[config.mk]
export PLATFORM = sky130hd
export DESIGN_NAME = wallace_tree
export DESIGN_NICKNAME = d
export VERILOG_FILES = /design/src/rtl/wallace_tree_pkg.sv /design/src/rtl/wallace_tree_csa_3to2.sv /design/src/rtl/wallace_tree.sv
export SDC_FILE = /design/constraint.sdc
export NUM_CORES = 1
export LEC_CHECK = 0
export CORE_ASPECT_RATIO = 1.4
export CORE_MARGIN = 8
export CORE_UTILIZATION = 56
export DETAILED_ROUTE_END_ITERATION = 16
export MAX_ROUTING_LAYER = met4
export PLACE_DENSITY_LB_ADDON = 0.15
export SYNTH_ARGS = -nofsm -noshare
export SYNTH_HDL_FRONTEND = slang
export SYNTH_SLANG_ARGS = --single-unit
export TNS_END_PERCENT = 5
[constraint.sdc]
create_clock -name clk -period 0.8 [get_ports clk]
set_input_delay 0.16 -clock clk [delete_from_list [all_inputs] [get_ports clk]]
set_output_delay 0.16 -clock clk [all_outputs]
set_load 0.1 [all_outputs]
[src/rtl/wallace_tree_pkg.sv]
// Shared constants for the wallace_tree multiplier: operand/product widths,
// per-layer row counts and latency (WALLACE_PIPE_EN adds a mid-tree register).
package wallace_pkg;

    localparam int OP_W   = 16;
    localparam int PROD_W = 32;

    localparam int ROWS_L0 = 16;
    localparam int ROWS_L1 = 11;
    localparam int ROWS_L2 = 8;
    localparam int ROWS_L3 = 6;
    localparam int ROWS_L4 = 4;
    localparam int ROWS_L5 = 3;
    localparam int ROWS_L6 = 2;

    localparam int NUM_LAYERS = 6;
    // Row level whose rows are registered when the pipeline stage is enabled.
    localparam int PIPE_LVL   = 3;

`ifdef WALLACE_PIPE_EN
    localparam int LATENCY = 2;
`else
    localparam int LATENCY = 1;
`endif

    function automatic int layer_rows(input int lvl);
        case (lvl)
            0:       return ROWS_L0;
            1:       return ROWS_L1;
            2:       return ROWS_L2;
            3:       return ROWS_L3;
            4:       return ROWS_L4;
            5:       return ROWS_L5;
            default: return ROWS_L6;
        endcase
    endfunction

endpackage

[src/rtl/wallace_tree_csa_3to2.sv]
// Bit-vector 3:2 carry-save compressor: one full adder per bit position,
// carries pre-shifted into the next column weight.
module csa_3to2
    import wallace_pkg::*;
#(
    parameter int W = PROD_W
) (
    input  logic [W-1:0] x_i,
    input  logic [W-1:0] y_i,
    input  logic [W-1:0] z_i,
    output logic [W-1:0] sum_o,
    output logic [W-1:0] carry_o
);

    assign sum_o   = x_i ^ y_i ^ z_i;
    // Carry out of the top bit is dropped; it is always 0 for unsigned 16x16.
    assign carry_o = ((x_i & y_i) | (x_i & z_i) | (y_i & z_i)) << 1;

endmodule

[src/rtl/wallace_tree.sv]
// Unsigned 16x16 Wallace-tree multiplier with registered 32-bit product.
// Define WALLACE_PIPE_EN to register the 6 rows after the third layer (latency 2).
module wallace_tree
    import wallace_pkg::*;
#(
    parameter int WIDTH = OP_W
) (
    input  logic                 clk,
    input  logic                 rst_n,
    input  logic [WIDTH-1:0]     a,
    input  logic [WIDTH-1:0]     b,
    output logic [2*WIDTH-1:0]   out
);

    localparam int PW = 2 * WIDTH;

    // No handshake: every rising edge samples a/b; out follows after LATENCY edges.
    logic [PW-1:0] lvl   [0:NUM_LAYERS][0:ROWS_L0-1];
    logic [PW-1:0] mid_d [0:ROWS_L3-1];
    logic [PW-1:0] out_d;
    logic [PW-1:0] out_q;

    for (genvar i = 0; i < WIDTH; i++) begin : g_pp
        assign lvl[0][i] = PW'({{WIDTH{1'b0}}, a & {WIDTH{b[i]}}}) << i;
    end

    for (genvar l = 0; l < NUM_LAYERS; l++) begin : g_layer
        localparam int NI = layer_rows(l);
        localparam int NO = layer_rows(l + 1);
        localparam int G  = NI / 3;

        logic [PW-1:0] res [0:ROWS_L0-1];

        for (genvar g = 0; g < G; g++) begin : g_csa
            csa_3to2 #(.W(PW)) u_csa (
                .x_i     (lvl[l][3*g]),
                .y_i     (lvl[l][3*g+1]),
                .z_i     (lvl[l][3*g+2]),
                .sum_o   (res[2*g]),
                .carry_o (res[2*g+1])
            );
        end

        // Rows outside a complete group of three skip this layer untouched.
        for (genvar r = 3*G; r < NI; r++) begin : g_pass
            assign res[2*G + r - 3*G] = lvl[l][r];
        end

        for (genvar r = NO; r < ROWS_L0; r++) begin : g_zero
            assign res[r] = '0;
        end

        if (l + 1 == PIPE_LVL) begin : g_to_mid
            for (genvar r = 0; r < ROWS_L3; r++) begin : g_row
                assign mid_d[r] = res[r];
            end
        end else begin : g_to_next
            for (genvar r = 0; r < ROWS_L0; r++) begin : g_row
                assign lvl[l+1][r] = res[r];
            end
        end
    end

`ifdef WALLACE_PIPE_EN
    logic [PW-1:0] mid_q [0:ROWS_L3-1];

    always_ff @(posedge clk or negedge rst_n) begin
        if (!rst_n) begin
            for (int r = 0; r < ROWS_L3; r++) mid_q[r] <= '0;
        end else begin
            for (int r = 0; r < ROWS_L3; r++) mid_q[r] <= mid_d[r];
        end
    end
`endif

    for (genvar r = 0; r < ROWS_L0; r++) begin : g_mid
        if (r < ROWS_L3) begin : g_live
`ifdef WALLACE_PIPE_EN
            assign lvl[PIPE_LVL][r] = mid_q[r];
`else
            assign lvl[PIPE_LVL][r] = mid_d[r];
`endif
        end else begin : g_unused
            assign lvl[PIPE_LVL][r] = '0;
        end
    end

    assign out_d = lvl[NUM_LAYERS][0] + lvl[NUM_LAYERS][1];

    always_ff @(posedge clk or negedge rst_n) begin
        if (!rst_n) out_q <= '0;
        else        out_q <= out_d;
    end

    assign out = out_q;

endmodule

==> results.json <==
{
  "outcome": "finished, violations left",
  "violations": "setup timing",
  "hold_buffers": 0,
  "drv_slew": 0,
  "netlist_top_cells_area": "fa_1 (45%), ha_1 (11%), and2_1 (10%), dfrtp_1 (9.0%), inv_1 (7.4%)",
  "post_drt_wl_per_cell_um": 20.4,
  "area_growth_pct": 43.5,
  "hold_path_class": "input pin to asynchronous set/reset pin",
  "worstMarginPinSlew_ns": 0.407,
  "yosys.area.top_type_share_pct": 45.3,
  "start_kind": "input pin",
  "clk_pin_slew_ns": 0.06,
  "syn_area_per_cell_um2": 9.63,
  "start_util_pct": 57.2,
  "fin_crit_sh_pct": 634,
  "drive_gt1_share_pct": 35.7,
  "final-setup-viol-count": 63,
  "cts_num_sinks": 32,
  "placementRows": 54,
  "ys_warn_count": 0,
  "layout_commonest_cell": "fa_1",
  "hpwl_um": 19200,
  "seq_area_frac_synth_pct": 9.01,
  "die_area_um2": 20200,
  "path_max_fanout": 6,
  "maxSlewHeadroom_pct": 72.9,
  "cp.required_ns": 0.95,
  "groute.usage.overall_pct": 27.9,
  "largest_reg_flops": 32,
  "synth_area_um2": 8880,
  "fillers": 857,
  "io_buffers": 65,
  "gp_congestion": 0.908,
  "die_w_um": 122,
  "hold_viol_final": 0,
  "maxCapViolCount": 0,
  "synthArstFlopShare_pct": 100,
  "cts_made_buffers": 5,
  "min_period_ns": 5.07,
  "dp_cells": 1284,
  "wl_um": 27500,
  "synthCells": 923,
  "first_pass_iters": 5,
  "rsz0062_at_grt": "yes",
  "vias": 7646,
  "synth.distinct_cells": 50,
  "synth-edff-count": 0,
  "clockBufferDepth": 2,
  "grt_overflow": 0,
  "drt_first_iter_violations": 396,
  "grt_pass1_vias": 8603,
  "route.detailed.drc": 0,
  "final_nets": 1461,
  "layout_setup_ws_ns": -4.27,
  "crit_type": "input pin to flip-flop",
  "multi_input_area_um2": 8070,
  "final_cell_mix": "fa_1 (177), inv_1 (160), buf_4 (142)",
  "ant_nets": 0,
  "synth-seq-cells": 32,
  "arrival_ns": 5.22,
  "die_h_um": 165,
  "stdcell_count": 1347,
  "yosysTopAreaCell": "fa_1",
  "critical_path.endpoint_type": "flip-flop",
  "grt_max_degree": 33,
  "holdWs_ns": 0.246,
  "ys.flop_type": "dfrtp_1",
  "core_um2": 15500,
  "post-route-util_pct": 82.0,
  "antenna_found_initial": 1,
  "tritoncts": "yes",
  "synth_nets": 1235,
  "io_pins": 66,
  "register_area_um2": 801,
  "vias_per_cell": 5.68,
  "h-tree-depth": 2,
  "timing.fmax_mhz": 197,
  "root_buffer": "clkbuf_16",
  "grt_pass1_wl_um": 42200
}
[layer usage]
layer / track usage (%) / up-vias / wire length, µm
met3: 3.56 / 171 / 1200
met4: 18.7 / 0 / 2130
met2: 52.4 / 318 / 15600
li1: - / 3242 / -
met5: - / - / 0
met1: 25.7 / 3915 / 8630
[cells in the mapped netlist (5+ instances only)]
cell        n
nand2_1   134
clkbuf_1   33
and2_1    142
ha_1       77
o21ai_0     7
a21o_1      8
nand3_1     7
inv_1     174
xor2_1      8
xnor2_1    12
dfrtp_1    32
o21bai_1    5
a21oi_1    22
nor2_1      9
fa_1      201
[kinds of logic (layout without fill, tap and decap cells)]
family | Yosys count | in the layout | share of synthesized area, %
AO/OA/AOI/OAI | 71 | 71 | 5.94
XOR/XNOR | 20 | 20 | 1.97
adder cells (fa/ha/maj) | 278 | 278 | 56.1
buffers and inverters | 211 | 438 | 9.00
flip-flops | 32 | 32 | 9.01
multiplexers | 1 | 1 | 0.127
other | 0 | 1 | 0
AND/OR/NAND/NOR | 310 | 310 | 17.8
[critical path, cell delays in order]
cell and delay [ns]:
buf_2 0.08, buf_6 0.14, nand2_2 0.07, fa_1 0.50, fa_1 0.53, fa_1 0.56, inv_1 0.06, fa_1 0.52
inv_2 0.05, fa_1 0.52, inv_1 0.06, fa_1 0.49, ha_4 0.33, buf_6 0.10, nand4_1 0.14, or2_4 0.29
o21bai_4 0.18, a21o_1 0.16, a211o_1 0.28
[final cells by class]
| class | instances | share of cell area (%) |
|---|---|---|
| antenna | 1 | 0.0196 |
| clock buffer | 7 | 1.20 |
| multi-input combinational | 680 | 63.3 |
| tap | 196 | 1.92 |
| clock inverter | 1 | 0.236 |
| inverter | 174 | 5.14 |
| timing repair buffer | 256 | 21.9 |
| sequential | 32 | 6.28 |
[timing repair]
| item | in CTS | in global routing |
|---|---|---|
| gates resized for setup | 241 | 77 |
| pin swaps | 118 | 93 |
| buffers inserted | 45 | 6 |
| cloned | 6 | 0 |
| endpoints found under the setup margin | 64 | 63 |
[final timing paths]
path / startpoint / to / cells after the start
max: b[9] / out[28] / 19
min: rst_n / out[25] / 2
max in group asynchronous: rst_n / out[5] / 2
min in group clk: a[0] / out[0] / 4
[through the flow]
stage	cell area, µm²	setup WS, ns	TNS, ns
floorplan	9140	-4.06	-107.98
global placement	11300	-4.97	-127.74
detailed placement	11300	-5.05	-129.81
CTS	12400	-4.26	-111.26
global route	12700	-4.43	-114.60
finish	12700	-4.27	-110.93
Power is left out: the tool's default activity adds up to more than one toggle a clock period on the data nets, which glitch-free logic cannot reach.
